--- src/rtl/fir_pkg.sv ---
// Shared types and default sizing for the FIR channel scheduler.
package fir_pkg;

    localparam int DEF_WIDTH   = 8;
    localparam int DEF_NUM_CH  = 4;
    localparam int DEF_TIMEOUT = 40;

    typedef enum logic [1:0] {
        ST_IDLE  = 2'd0,
        ST_ISSUE = 2'd1,
        ST_WAIT  = 2'd2,
        ST_EMIT  = 2'd3
    } fir_state_t;

endpackage

--- src/rtl/rr_arbiter.sv ---
// Round-robin grant: picks the first requesting channel after last_grant,
// wrapping from NUM_CH-1 back to 0. NUM_CH must be a power of two.
module rr_arbiter #(
    parameter int NUM_CH = 4
) (
    input  logic [NUM_CH-1:0]         req,
    input  logic [$clog2(NUM_CH)-1:0] last_grant,
    output logic [$clog2(NUM_CH)-1:0] grant,
    output logic                      grant_valid
);

    localparam int CH_W = $clog2(NUM_CH);

    // Scan last_grant+1 .. last_grant+NUM_CH; the index wraps by truncation.
    always_comb begin
        logic [CH_W-1:0] idx;
        grant       = '0;
        grant_valid = 1'b0;
        idx         = '0;
        for (int k = 1; k <= NUM_CH; k++) begin
            idx = last_grant + CH_W'(k);
            if (!grant_valid && req[idx]) begin
                grant       = idx;
                grant_valid = 1'b1;
            end
        end
    end

endmodule

--- src/rtl/fir_channel_scheduler.sv ---
// Shares one FIR engine between NUM_CH audio channels. Each channel's latest
// sample waits in a pending slot; channels are served round-robin, one job at
// a time. Handshake: fir_valid_out is a one-cycle job start with the sample on
// fir_audio_out; the engine answers with a one-cycle fir_ready_in strobe and
// fir_result_in, which is accepted only while a job is outstanding (WAIT).
module fir_channel_scheduler
    import fir_pkg::*;
#(
    parameter int WIDTH   = DEF_WIDTH,
    parameter int NUM_CH  = DEF_NUM_CH,
    parameter int TIMEOUT = DEF_TIMEOUT
) (
    input  logic                      clk_in,
    input  logic                      rst_in,
    input  logic [NUM_CH*WIDTH-1:0]   sample_in,
    input  logic [NUM_CH-1:0]         sample_valid_in,
    output logic [WIDTH-1:0]          fir_audio_out,
    output logic                      fir_valid_out,
    input  logic [WIDTH:0]            fir_result_in,
    input  logic                      fir_ready_in,
    output logic [WIDTH:0]            filtered_out,
    output logic [$clog2(NUM_CH)-1:0] filtered_ch_out,
    output logic                      filtered_valid_out,
    output logic [NUM_CH-1:0]         overrun_out,
    output logic                      timeout_out,
    output logic                      busy_out
);

    localparam int CH_W  = $clog2(NUM_CH);
    localparam int CNT_W = $clog2(TIMEOUT + 1);
    localparam logic [CNT_W-1:0] CNT_LAST = CNT_W'(TIMEOUT - 1);

    fir_state_t        state, state_next;
    logic [NUM_CH-1:0] pending, clear_mask, overrun_q;
    logic [WIDTH-1:0]  samples [NUM_CH];
    logic [CH_W-1:0]   cur_ch, grant;
    logic              grant_valid;
    logic [CNT_W-1:0]  wait_cnt;
    logic [WIDTH:0]    result_q;
    logic [CH_W-1:0]   tag_q;
    logic [WIDTH-1:0]  audio_q;
    logic              timed_out;

    rr_arbiter #(.NUM_CH(NUM_CH)) u_arb (
        .req        (pending),
        .last_grant (cur_ch),
        .grant      (grant),
        .grant_valid(grant_valid)
    );

    // State register.
    always_ff @(posedge clk_in) begin
        if (rst_in) state <= ST_IDLE;
        else        state <= state_next;
    end

    // Next state, the pending-slot clear during ISSUE and the timeout strobe.
    always_comb begin
        state_next = state;
        clear_mask = '0;
        timed_out  = 1'b0;
        case (state)
            ST_IDLE:  if (grant_valid) state_next = ST_ISSUE;
            ST_ISSUE: begin
                clear_mask[cur_ch] = 1'b1;
                state_next         = ST_WAIT;
            end
            ST_WAIT: begin
                // A result on the last allowed cycle still wins over the timeout.
                if (fir_ready_in) begin
                    state_next = ST_EMIT;
                end else if (wait_cnt == CNT_LAST) begin
                    timed_out  = 1'b1;
                    state_next = ST_IDLE;
                end
            end
            ST_EMIT:  state_next = ST_IDLE;
            default:  state_next = ST_IDLE;
        endcase
    end

    // Sample slots, grant record, wait counter and captured result.
    always_ff @(posedge clk_in) begin
        if (rst_in) begin
            pending   <= '0;
            overrun_q <= '0;
            cur_ch    <= CH_W'(NUM_CH - 1);
            wait_cnt  <= '0;
            result_q  <= '0;
            tag_q     <= '0;
            audio_q   <= '0;
            for (int i = 0; i < NUM_CH; i++) samples[i] <= '0;
        end else begin
            // A new strobe on the slot being issued re-arms it without an overrun.
            pending   <= (pending & ~clear_mask) | sample_valid_in;
            overrun_q <= sample_valid_in & pending & ~clear_mask;
            for (int i = 0; i < NUM_CH; i++) begin
                if (sample_valid_in[i]) samples[i] <= sample_in[i*WIDTH +: WIDTH];
            end
            if (state == ST_IDLE && grant_valid) cur_ch <= grant;
            if (state == ST_ISSUE) begin
                wait_cnt <= '0;
                audio_q  <= samples[cur_ch];
            end else if (state == ST_WAIT) begin
                wait_cnt <= wait_cnt + CNT_W'(1);
            end
            if (state == ST_WAIT && fir_ready_in) begin
                result_q <= fir_result_in;
                tag_q    <= cur_ch;
            end
        end
    end

    // Outputs are all low while reset is held; data outputs hold between strobes.
    always_comb begin
        fir_valid_out      = 1'b0;
        fir_audio_out      = '0;
        filtered_valid_out = 1'b0;
        filtered_out       = '0;
        filtered_ch_out    = '0;
        overrun_out        = '0;
        timeout_out        = 1'b0;
        busy_out           = 1'b0;
        if (!rst_in) begin
            fir_valid_out      = (state == ST_ISSUE);
            fir_audio_out      = (state == ST_ISSUE) ? samples[cur_ch] : audio_q;
            filtered_valid_out = (state == ST_EMIT);
            filtered_out       = result_q;
            filtered_ch_out    = tag_q;
            overrun_out        = overrun_q;
            timeout_out        = timed_out;
            busy_out           = (state != ST_IDLE);
        end
    end

endmodule
--- config.mk ---
export PLATFORM = sky130hd
export DESIGN_NAME = fir_channel_scheduler
export DESIGN_NICKNAME = d
export VERILOG_FILES = /design/src/rtl/fir_pkg.sv /design/src/rtl/rr_arbiter.sv /design/src/rtl/fir_channel_scheduler.sv
export SDC_FILE = /design/constraint.sdc
export NUM_CORES = 1
export LEC_CHECK = 0
export ABC_AREA = 1
export BUFFER_PORTS_ARGS = -buffer_cell sky130_fd_sc_hd__buf_2
export CAP_MARGIN = 20
export CORE_ASPECT_RATIO = 0.75
export CORE_MARGIN = 5
export CORE_UTILIZATION = 57
export DETAILED_ROUTE_END_ITERATION = 8
export HOLD_SLACK_MARGIN = 0.1
export MAX_ROUTING_LAYER = met4
export PLACE_DENSITY = 0.84
export SETUP_SLACK_MARGIN = 0.05
export SYNTH_ARGS = -nofsm -noshare
export SYNTH_HDL_FRONTEND = slang
export SYNTH_SLANG_ARGS = --single-unit
--- constraint.sdc ---
create_clock -name clk_in -period 3.39 [get_ports clk_in]
set_input_delay 0.5085 -clock clk_in [delete_from_list [all_inputs] [get_ports clk_in]]
set_output_delay 0.5085 -clock clk_in [all_outputs]
set_load 0.05 [all_outputs]
==> Word level (Yosys, flattened, before mapping) <==
Memories as Yosys holds them, arrays and structs flattened. A register that Yosys moved wholly into a read port is not among the register bits.
Index checks and enable logic that the tools add are counted.
{ "word_totals": {"regBits": 37, "ramBits": 32, "in_bits": 48, "output_inout_bits": 27, "word_cells": 102, "n_memories": 1} }
{ "op_classes": {"addsub": 4, "magnitude_cmp": 5, "eq_ne": 6, "muxes": 54, "n_bitwise": 10, "reduce_logical": 14} }
{ "memory_table": {"columns": ["memory", "depth", "word_bits", "read_ports", "rd_ports_with_merged_regs", "wr", "line", "rtl"], "rows": [
  ["samples", 4, 8, 1, 1, 4, "fir_channel_scheduler.sv:35", "logic [WIDTH-1:0] samples [NUM_CH];"]
]} }
{ "op_table": {"columns": ["op", "n"], "rows": [
  ["two-way mux 8 bit", 6],
  ["two-way mux 1 bit", 30],
  ["two-way mux 2 bit", 9],
  ["bitwise AND 4 bit", 3],
  ["less-than comparator 2 x 3 -> 1 bit (second input constant)", 4],
  ["two-way mux 9 bit", 1],
  ["binary-select mux 1 bit (select 2 bit)", 4],
  ["two-way mux 4 bit", 2],
  ["one-hot mux 2 bit (4 select lines)", 1],
  ["adder 6 x 1 -> 6 bit (second input constant)", 1],
  ["== test 6 bit (second input constant)", 1],
  ["logical AND 1 bit", 6],
  ["adder 2 bit (second input constant)", 2],
  ["== test 2 bit (second input constant)", 2],
  ["inverter 4 bit", 1],
  ["OR 1 bit", 4],
  ["OR 4 bit", 1],
  ["AND reduction 2 bit", 2],
  ["logical NOT 1 bit", 3],
  ["!= test 3 bit (second input constant)", 1],
  ["adder 2 x 1 -> 2 bit (second input constant)", 1],
  ["demux 1 bit (select 2 bit)", 1],
  ["== test 2 x 1 -> 1 bit (second input constant)", 1],
  [">= comparator 2 x 1 -> 1 bit (second input constant)", 1],
  ["5 further kinds", 5]
]} }

==> Longest topological paths before layout <==
{ "depth": {"depth_word": 17, "ltp_mapped": 12, "ltp_nobuf": 11} }

==> Cells and area by module <==
A second synthesis with hierarchy kept.
{ "unflattened": {"cells_unflattened": 397, "area_unflattened_um2": 3311.9} }
{ "by_module_without_submodules": {"columns": ["mod", "instances", "cells_per_inst", "area_each_um2", "seq_area_each_um2"], "rows": [
  ["fir_channel_scheduler", 1, 345, 3040.4, 1741.7],
  ["rr_arbiter", 1, 52, 271.5, 0.0]
]} }

==> Worst setup path after synthesis <==
OpenSTA, ideal clock, no wires.
{ "synth_timing": {"path_kind": "in2out", "from": "input port rst_in", "to": "output port timeout_out", "t_arrival_ps": 2222, "required_time_ps": 2882, "setup_slack_ps": 660, "cell_stages": 2, "n_path_buf": 1, "path_cell_list": "clkbuf_1 > nor4_1"} }
{ "synth_via": {"elab_chain_cells": 1} }
{ "synth_rtl": {"columns": ["item", "line", "rtl"], "rows": [
  ["start, declared", "fir_channel_scheduler.sv:14", "input logic rst_in,"],
  ["two-way mux 1 bit", "fir_channel_scheduler.sv:124", "if (!rst_in) begin"],
  ["end, declared", "fir_channel_scheduler.sv:25", "output logic timeout_out,"]
]} }
Every way passes these cells.

==> Worst setup path in the final report <==
{ "layout_timing": {"from": "register state[0]", "to": "output port fir_audio_out[2]"} }
{ "layout_via": {"elab_chain_cells": 3} }
{ "layout_rtl": {"columns": ["item", "line", "rtl"], "rows": [
  ["start, declared", "fir_channel_scheduler.sv:33", "fir_state_t state, state_next;"],
  ["start signal, assigned", "fir_channel_scheduler.sv:54", "else state <= state_next;"],
  ["== test 2 x 1 -> 1 bit", "fir_channel_scheduler.sv:126", "fir_audio_out = (state == ST_ISSUE) ? samples[cur_ch] : audio_q;"],
  ["two-way mux 8 bit (2 in a row)", null, null],
  ["end, declared", "fir_channel_scheduler.sv:17", "output logic [WIDTH-1:0] fir_audio_out,"]
]} }
Every way passes these cells.

==> flow_summary.ini <==
[cells_and_area]
antennaDiodeCount = 0
drive_gt1_share_pct = 23.1
register_area_um2 = 1740
nets = 507
multi_input_area_um2 = 1130
nFillCells = 470
final_cell_mix = nor2_1, buf_2, inv_1, nand2_1, dfxtp_1
syn_to_final_growth_pct = 18.7
final_util_pct = 70.1
layout_commonest_cell = nor2_1

[setup_path]
r2r_start = cur_ch[0]
r2r_cells = 10
critical_path_arrival_ps = 2040
critPathLaunchType = flop
crit_fanout = 12
crit_type = reg2out
critPathRequiredTime_ps = 2880
cp-end-kind = output pin
rrSetupSlack_ps = 1460
rr_endpoint = cur_ch[1]

[sta]
fin_skew_ps = 4.49
period_share_pct = 75.3
fmax_mhz = 392
hold_viol_final = 0
period_minus_slack_ps = 2550
holdWs_ps = 451
slew_viol_final = 0
finalSetupTns_ps = 0
rsz0062_at_grt = no
setup-violations-final = 0
worst_slew_pin_slew_ps = 743
maxSlewHeadroom_pct = 50.3

[routing]
vias_per_cell = 5.10
routed_wirelength_um = 7460
vias = 2721
drt.antenna.violating_nets = 0
firstDrtPassIters = 5
drtIter0Drc = 180
drc = 0
avgRoutedWirePerCell_um = 14.0

[worst_hold_path]
min_path_type = in2reg
hold_depth = 3
whs_endpoint = result_q[3]
worstHoldStart = fir_result_in[3]

[job]
drv_cap = 0

[grt]
grt_pass1_wl_um = 12100
grt_pass1_vias = 2652
grt-ovfl-total = 0
grt_usage_pct = 23.0
grt_max_degree = 32
grt_antenna_before_repair = 0

[yosys]
syn_area_um2 = 3180
synth-main-ff-cell = dfxtp_1
syn_inst = 379
yosysSeqAreaShare_pct = 54.8
synth_edf_count = 32
synth_nets = 432
yosys_warnings = 0
synth-seq-cells = 71
synthArstFlopShare_pct = 0
synth.distinct_cells = 28
avgSynthCellArea_um2 = 8.38

[placed_design]
dp_hpwl_um = 5490
numPortBuffers = 74
gp_congestion = 0.860

[clocking]
cts_buffer_depth = 2
clkLatencyLatePin_ps = 340
cts_tree = yes
cts_buffers = 9
cts.clk_slew.worst_paths_ps = 70
cts_resized = 0
cts_root_buf = clkbuf_8
htreeDepth = 3
hold_buffers = 0
clock_sinks = 71
postCtsSetupBuffers = 0

[die]
die_w_um = 96.2
io_pins = 75
die_y_um = 74.7
num_rows = 23
coreArea_um2 = 5380
die_area_um2 = 7180
start_util_pct = 59.0

[pwr]
peakVddDrop_v = 0.000255
p_per_area_nw_per_um2 = 711
power_leakage_nw = 1.82

[status]
outcome = finished clean
==> through the flow <==
| stage | std cells | area, µm² | power [W] | setup WS [ps] |
|---|---|---|---|---|
| after floorplan | 379 | 3180 | 0.00183 | 660 |
| final | 534 | 3770 | 0.00268 | 838 |
| after global placement | 518 | 3590 | 0.00201 | 929 |
| after CTS | 534 | 3770 | 0.00268 | 846 |
| after detailed placement | 518 | 3590 | 0.00205 | 862 |
| after global routing | 534 | 3770 | 0.00285 | 709 |
==> kinds of logic (layout without fill, tap and decap cells) <==
| kind of cell | Yosys count | after routing | share of synthesized area [%] |
|---|---|---|---|
| AOI/OAI and AO/OA | 67 | 67 | 12.0 |
| and+or+nand+nor | 160 | 160 | 21.6 |
| adders and majority gates | 5 | 5 | 1.97 |
| buffers and inverters | 76 | 156 | 9.61 |
| DFF | 71 | 71 | 54.8 |
==> per-layer routing <==
| metal | part of all wire, % | up-vias | GRT usage (%) | wire [µm] |
|---|---|---|---|---|
| li1 | - | 1368 | - | - |
| met1 | 46 | 1245 | 30.5 | 3460 |
| met2 | 46 | 97 | 35.0 | 3470 |
| met3 | 6.3 | 11 | 5.99 | 467 |
| met4 | 0.87 | 0 | 6.78 | 65 |
| met5 | 0 | - | - | 0 |
==> synthesized netlist by cell type, types with 4 or more instances <==
| library cell | n | share of area [%] |
|---|---|---|
| buf_2 | 6 | 0.95 |
| inv_2 | 4 | 0.47 |
| o22ai_1 | 8 | 1.6 |
| or2_2 | 4 | 0.79 |
| o21ai_0 | 33 | 5.2 |
| inv_1 | 61 | 7.2 |
| dfxtp_1 | 39 | 25 |
| a22o_1 | 8 | 2.2 |
| a21oi_1 | 14 | 2.2 |
| nand3_1 | 12 | 1.9 |
| nand2_1 | 49 | 5.8 |
| edfxtp_1 | 32 | 30 |
| nor2_1 | 78 | 9.2 |
| ha_1 | 5 | 2.0 |
| nor3_1 | 5 | 0.79 |
==> worst max-delay path by stage <==
stage / startpoint / endpoint
2_1_floorplan: rst_in / timeout_out
3_3_place_gp: rst_in / fir_audio_out[6]
3_5_place_dp: rst_in / fir_audio_out[2]
4_1_cts: state[0] / fir_audio_out[2]
5_1_grt: state[0] / fir_audio_out[2]
6_report: state[0] / fir_audio_out[2]
==> power by group <==
part	leakage (nW)	total [W]	internal [W]	switching (W)
clock	0.0968	0.000640	0.000335	0.000305
combinational	1.06	0.000906	0.000273	0.000632
sequential	0.663	0.00113	0.00102	0.000112
==> flip-flops by register name, indices dropped and copies added (netlist names), named ones only <==
signal,count
audio_q,8
cur_ch,2
overrun_q,4
pending,4
result_q,9
samples,32
state,2
tag_q,2
wait_cnt,6
==> final cells by class <==
| class | instances | share of cell area, % |
|---|---|---|
| Sequential cell | 71 | 46.2 |
| Multi-Input combinational cell | 232 | 30.0 |
| Timing Repair Buffer | 74 | 9.82 |
| Inverter | 66 | 6.70 |
| Clock buffer | 11 | 3.48 |
| Tap cell | 75 | 2.49 |
| Clock inverter | 5 | 1.33 |
==> worst max-delay path: stages, from the launching register on <==
cell	delay [ps]
dfxtp_1	360
inv_1	130
nor2_4	70
nor2_1	580
a22o_1	290
buf_2	270
Power figures use the tool's default switching activity.
